==> src/rtl/mux_16_1_rr_arbiter.sv <==
`default_nettype none
// ============================================================================
// Module      : mux_16_1_rr_arbiter
// Description : Round-robin arbiter sharing one MUX_16_1 output between 16
//               requesters. Grants one channel at a time, drives the MUX
//               select/enable, holds the grant until the owner releases, and
//               inserts a one-cycle enable-low HANDOFF gap between owners so
//               the tri-stated MUX output never glitches between sources.
//               Connect Select_Out -> Select_In, MUX_Enable_Out -> Enable_In.
// Ports       : Clock_In        - single clock, rising edge
//               Reset_In        - asynchronous, active-high reset
//               Request_In      - per-channel request (bit i = Data_i_In)
//               Channel_Mask_In - 1 = channel may be granted
//               Done_In         - owner release pulse (ignored outside GRANT)
//               Grant_Out       - one-hot grant or all zero
//               Select_Out      - binary index of current/most recent owner
//               MUX_Enable_Out  - high only while a grant is active
//               Busy_Out        - high in GRANT or HANDOFF
//               Timeout_Out     - one-cycle pulse on forced release
// Options     : MUX_ARB_TIMEOUT_EN - when defined, a grant is force-released
//               after MAX_HOLD_CYCLES cycles; otherwise Timeout_Out is tied
//               low and a grant holds indefinitely.
// Revision    : 1.0 - initial release
// ============================================================================
module mux_16_1_rr_arbiter #(
    parameter int MAX_HOLD_CYCLES = 64,
    parameter int HOLD_CNT_W      = 8
) (
    input  logic        Clock_In,
    input  logic        Reset_In,
    input  logic [15:0] Request_In,
    input  logic [15:0] Channel_Mask_In,
    input  logic        Done_In,
    output logic [15:0] Grant_Out,
    output logic [3:0]  Select_Out,
    output logic        MUX_Enable_Out,
    output logic        Busy_Out,
    output logic        Timeout_Out
);

    localparam logic [1:0] ST_IDLE    = 2'd0;
    localparam logic [1:0] ST_GRANT   = 2'd1;
    localparam logic [1:0] ST_HANDOFF = 2'd2;

    // Reject a hold limit that the counter cannot represent.
    if (MAX_HOLD_CYCLES < 1 || MAX_HOLD_CYCLES > (2 ** HOLD_CNT_W) - 1) begin : g_bad_hold_param
        $error("mux_16_1_rr_arbiter: MAX_HOLD_CYCLES out of range for HOLD_CNT_W");
    end

    logic [1:0]  r_state;
    logic [3:0]  r_last_grant;
    logic [15:0] r_grant;
    logic [3:0]  r_select;
    logic        r_enable;
    logic        r_busy;

    logic [15:0] w_eligible;
    logic        w_found;
    logic [3:0]  w_winner;
    logic [3:0]  w_idx;
    logic        w_normal_release;
    logic        w_hold_expired;
    logic        w_release;
    logic        w_take;

    assign w_eligible = Request_In & Channel_Mask_In;

    // Search starts one past the last owner and wraps; the last owner itself
    // is examined last, so it only wins again when nobody else is eligible.
    always_comb begin
        w_found  = 1'b0;
        w_winner = r_last_grant;
        w_idx    = '0;
        for (int i = 1; i <= 16; i++) begin
            w_idx = r_last_grant + 4'(i);
            if (!w_found && w_eligible[w_idx]) begin
                w_found  = 1'b1;
                w_winner = w_idx;
            end
        end
    end

    // Select_Out always names the current owner while in GRANT.
    assign w_normal_release = Done_In
                            | ~Request_In[r_select]
                            | ~Channel_Mask_In[r_select];
    assign w_release = (r_state == ST_GRANT) && (w_normal_release || w_hold_expired);
    assign w_take    = ((r_state == ST_IDLE) || (r_state == ST_HANDOFF)) && w_found;

`ifdef MUX_ARB_TIMEOUT_EN
    localparam logic [HOLD_CNT_W-1:0] c_hold_last = HOLD_CNT_W'(MAX_HOLD_CYCLES - 1);

    logic [HOLD_CNT_W-1:0] r_hold_cnt;
    logic                  r_timeout;

    assign w_hold_expired = (r_state == ST_GRANT) && (r_hold_cnt == c_hold_last);

    always_ff @(posedge Clock_In or posedge Reset_In) begin
        if (Reset_In) begin
            r_hold_cnt <= '0;
        end else if (w_take) begin
            r_hold_cnt <= '0;
        end else if (r_state == ST_GRANT) begin
            r_hold_cnt <= r_hold_cnt + 1'b1;
        end
    end

    // Pulse only when the limit alone caused the release; it lands on the
    // HANDOFF cycle and clears on the next edge since state leaves GRANT.
    always_ff @(posedge Clock_In or posedge Reset_In) begin
        if (Reset_In) begin
            r_timeout <= 1'b0;
        end else begin
            r_timeout <= w_hold_expired && !w_normal_release;
        end
    end

    assign Timeout_Out = r_timeout;
`else
    assign w_hold_expired = 1'b0;
    assign Timeout_Out    = 1'b0;
`endif

    always_ff @(posedge Clock_In or posedge Reset_In) begin
        if (Reset_In) begin
            r_state      <= ST_IDLE;
            r_last_grant <= 4'd15;
            r_grant      <= '0;
            r_select     <= '0;
            r_enable     <= 1'b0;
            r_busy       <= 1'b0;
        end else begin
            case (r_state)
                ST_IDLE, ST_HANDOFF: begin
                    if (w_take) begin
                        r_state      <= ST_GRANT;
                        r_last_grant <= w_winner;
                        r_grant      <= 16'h0001 << w_winner;
                        r_select     <= w_winner;
                        r_enable     <= 1'b1;
                        r_busy       <= 1'b1;
                    end else begin
                        r_state <= ST_IDLE;
                        r_busy  <= 1'b0;
                    end
                end
                ST_GRANT: begin
                    // Select and Busy hold through the gap so the MUX select
                    // never moves while its enable is high.
                    if (w_release) begin
                        r_state  <= ST_HANDOFF;
                        r_grant  <= '0;
                        r_enable <= 1'b0;
                    end
                end
                default: begin
                    r_state  <= ST_IDLE;
                    r_grant  <= '0;
                    r_enable <= 1'b0;
                    r_busy   <= 1'b0;
                end
            endcase
        end
    end

    assign Grant_Out      = r_grant;
    assign Select_Out     = r_select;
    assign MUX_Enable_Out = r_enable;
    assign Busy_Out       = r_busy;

endmodule
`default_nettype wire
==> config.mk <==
export PLATFORM = sky130hd
export DESIGN_NAME = mux_16_1_rr_arbiter
export DESIGN_NICKNAME = d
export VERILOG_FILES = /design/src/rtl/mux_16_1_rr_arbiter.sv
export SDC_FILE = /design/constraint.sdc
export NUM_CORES = 1
export LEC_CHECK = 0
export ABC_CLOCK_PERIOD_IN_PS = 6100
export CAP_MARGIN = 20
export CORE_MARGIN = 2
export CORE_UTILIZATION = 35
export CTS_BUF_LIST = sky130_fd_sc_hd__clkbuf_4 sky130_fd_sc_hd__clkbuf_8
export CTS_CLUSTER_DIAMETER = 50
export CTS_CLUSTER_SIZE = 14
export DETAILED_ROUTE_END_ITERATION = 16
export GPL_TIMING_DRIVEN = 0
export PLACE_DENSITY = 0.56
export SLEW_MARGIN = 20
export SYNTH_ARGS = -nofsm -noshare
export SYNTH_HDL_FRONTEND = slang
export SYNTH_SLANG_ARGS = --single-unit
==> constraint.sdc <==
create_clock -name Clock_In -period 6.1 [get_ports Clock_In]
set_clock_uncertainty 0.15 [all_clocks]
set_input_delay 1.525 -clock Clock_In [delete_from_list [all_inputs] [get_ports Clock_In]]
set_output_delay 1.525 -clock Clock_In [all_outputs]
set_load 0.01 [all_outputs]
==> reports/summary.txt <==
DR pass1 iterations - 5
Worst skew pair latency - 0.28 ns
Async SR Flop Fraction - 100%
Number of top-level design ports - 58
#FFs+latches synth - 28
Mapped cell area - 0.00396 mm2
Overall Global Routing Usage - 22.5%
Congestion Overflow GR - 0
Largest net degree at the start of global routing - 29
# setup viols final - 0
Critical Path Source Type - flip-flop
Worst-path clk slew - 0.10 ns
Yosys warning total - 0
H-Tree Level Count - 1
CP bufs+invs - 8
Max Slew Vio Count - 0
Core Util, Final - 43.9%
Cts bufs inserted - 3
Routability congestion estimate - 1.01
Final Instance Count excl. Fillers - 677
Drt drc - 0
Drt wl/cell - 20.9 um
HP Class - reg2reg
Diode count - 0
Maximum clock insertion buffer count - 2
Share of cells above drive strength 1 - 14.3%
Vias in the first global route - 4089
Mapped Cells - 478
Routed vias - 4340
DR iter-0 viols - 343
Final ANT Viol Nets - 0
Relative slew slack - 41.4%
Setup TNS - 0 ns
Setup Crit Path Kind - reg2reg
Filler cells - 1121
Final wirelength - 14.2 mm
Final nets - 580
Clock net sink count - 28
HPWL Detailed - 11.1 mm
Die footprint - 0.0122 mm2
Period utilization - 88.5%
Critical-path cell list - buf_2 > buf_4 > buf_4 > inv_1 > ha_1 > clkbuf_1 > inv_1 > buf_2 > clkbuf_2 > nand4_1 > nand4_1 > mux2_2 > and2_1 > nand3b_1 > o32ai_2 > nor4_1 > o22ai_2 > o31ai_1
Top cell family by delay on the critical path - buffers and inverters
Crit-path max cell delay - 0.57 ns
Crit end category - flip-flop
Yosys top cell area share - 15.2%
Die W - 110 um
Row count - 38
Crit path required time - 6.14 ns
Synth cell types - 93
Fmax - 185 MHz
Endpoints failing hold - 0
CTS tree - done
RSZ-0062 raised after global routing - no
First-pass GRT wire length - 22.5 mm
Cell taking the most area after synthesis - dfrtp_1
Status - complete, no violations
Input/output buffers - 56
Worst-path cell with the longest stage delay - dfstp_2
Starting Density - 36.2%
Worst-Margin Slew - 0.873 ns
Core region area - 0.0109 mm2
Critical Path AT - 5.44 ns
Placed insts - 674
Avg Synthesized Cell Area - 8.29 um2
Hold-fix buffers, CTS - 0
Post-CTS Setup Bufs - 0
Clk Tree Root Cell - clkbuf_8
Worst slack at placement - -0.0540 ns
MaxCap Viol Count - 0
Initial antenna violation count - 0
Synth Flop Type - dfrtp_1
Top cells by area, synth - dfrtp_1 (15%), nand2_1 (6.2%), nand4_1 (5.8%)
Max FO, Critical Path - 19
Synthesized net count - 520
Layout area overhead - 21.0%
Worst setup margin - 0.699 ns
Number of enable flip-flop cells after synthesis - 0
Die height - 110 um
Post-synthesis sequential area ratio - 17.8%
Min Tclk post-route - 5.40 ns
Vias per cell - 6.41
## synthesized netlist by cell type (all sizes together) (10+ instances only)
cell type and count:
a21oi 17, and4 12, buf 16, clkbuf 13, dfrtp 24, inv 10, mux2i 15, nand2 65
nand3 13, nand3b 10, nand4 38, nand4b 13, nor2 22, nor3 11, o211ai 10, o21ai 26
o22ai 11, o31ai 20, xnor2 11
## placed cells by master (no fill, tap or decap), drive strengths merged, types with 4 or more instances in the layout
master and n:
a211o 4, a211oi 5, a21o 8, a21oi 17
a31oi 4, and2 8, and4 12, buf 16
clkbuf 15, clkdlybuf4s50 56, dfrtp 24, dfstp 4
ha 7, inv 10, mux2 6, mux2i 15
mux4 8, nand2 65, nand3 13, nand3b 10
nand4 38, nand4b 13, nand4bb 5, nor2 22
nor3 11, nor4 5, o211ai 10, o21ai 26
o22ai 11, o31ai 20, or2 4, or3 4
xnor2 11
## metrics by stage
| step | hold slack (ns) | cell area, um2 |
|---|---|---|
| 2_1_floorplan | 0.362 | 3960 |
| 3_3_place_gp | 0.317 | 4700 |
| 3_5_place_dp | 0.319 | 4700 |
| 4_1_cts | 0.344 | 4770 |
| 5_1_grt | 0.374 | 4800 |
| 6_report | 0.341 | 4800 |
## kinds of logic (layout without fill, tap and decap cells)
logic type / Yosys count / after routing / synth area share, %
AO/OA/AOI/OAI: 136 / 136 / 26.0
XOR/XNOR: 14 / 14 / 3.28
adder cells (fa/ha/maj): 7 / 7 / 2.21
buffers and inverters: 39 / 98 / 5.33
flip-flops: 28 / 28 / 17.8
multiplexers: 29 / 29 / 11.0
other: 1 / 1 / 0.0946
AND/OR/NAND/NOR: 224 / 224 / 34.3
## routing by layer
layer | share of wire [%] | track usage (%) | up-vias
li1 | - | - | 2024
met4 | 1.4 | 4.00 | 0
met5 | 0 | 0 | -
met2 | 45 | 35.8 | 189
met1 | 46 | 33.5 | 2110
met3 | 6.9 | 2.20 | 17
## repair_timing
action	4_1_cts	5_1_grt
endpoints found under the setup margin	10	25
endpoints found under the hold margin	0	0
resized for setup	1	7
## final timing paths
path | start | end | slack [ns] | depth (start not counted)
setup / recovery | r_last_grant[1]$_DFFE_PP1P_ | Grant_Out[2]$_DFFE_PP0P_ | 0.70 | 18
hold / removal | Grant_Out[13]$_DFFE_PP0P_ | Grant_Out[13]$_DFFE_PP0P_ | 0.34 | 2
setup reg to reg | r_last_grant[1]$_DFFE_PP1P_ | Grant_Out[2]$_DFFE_PP0P_ | 0.70 | 18
hold reg to reg | Grant_Out[13]$_DFFE_PP0P_ | Grant_Out[13]$_DFFE_PP0P_ | 0.34 | 2
min in group asynchronous | Reset_In | Select_Out[0]$_DFFE_PP0P_ | 1.47 | 2
max in group asynchronous | Reset_In | Grant_Out[14]$_DFFE_PP0P_ | 3.94 | 2
## worst register-to-register path, cell delays in order, from the launching register on
cell and delay (ns):
dfstp_2 0.57, buf_2 0.20, buf_4 0.21, buf_4 0.27, inv_1 0.22, ha_1 0.38
clkbuf_1 0.28, inv_1 0.12, buf_2 0.20, clkbuf_2 0.24, nand4_1 0.12, nand4_1 0.28
mux2_2 0.45, and2_1 0.28, nand3b_1 0.24, o32ai_2 0.19, nor4_1 0.50, o22ai_2 0.20
o31ai_1 0.24
## layout make-up
type	count	area, um2	share of cell area (%)
timing repair buffer	56	561	11.7
sequential	28	706	14.7
inverter	10	37.5	0.782
clock buffer	3	41.3	0.861
buffer	28	173	3.60
clock inverter	1	30.0	0.626
multi-input combinational	411	3070	64.1
tap	140	175	3.65
## registers in the layout, summed over array words and instances (netlist names)
| name | flops |
|---|---|
| MUX_Enable_Out | 1 |
| Select_Out | 4 |
| Grant_Out | 16 |
| Busy_Out | 1 |
| r_last_grant | 4 |
| r_state | 2 |
Power is not shown: default switching activity piles up to over one toggle a cycle in this logic, so the estimate is an artifact.
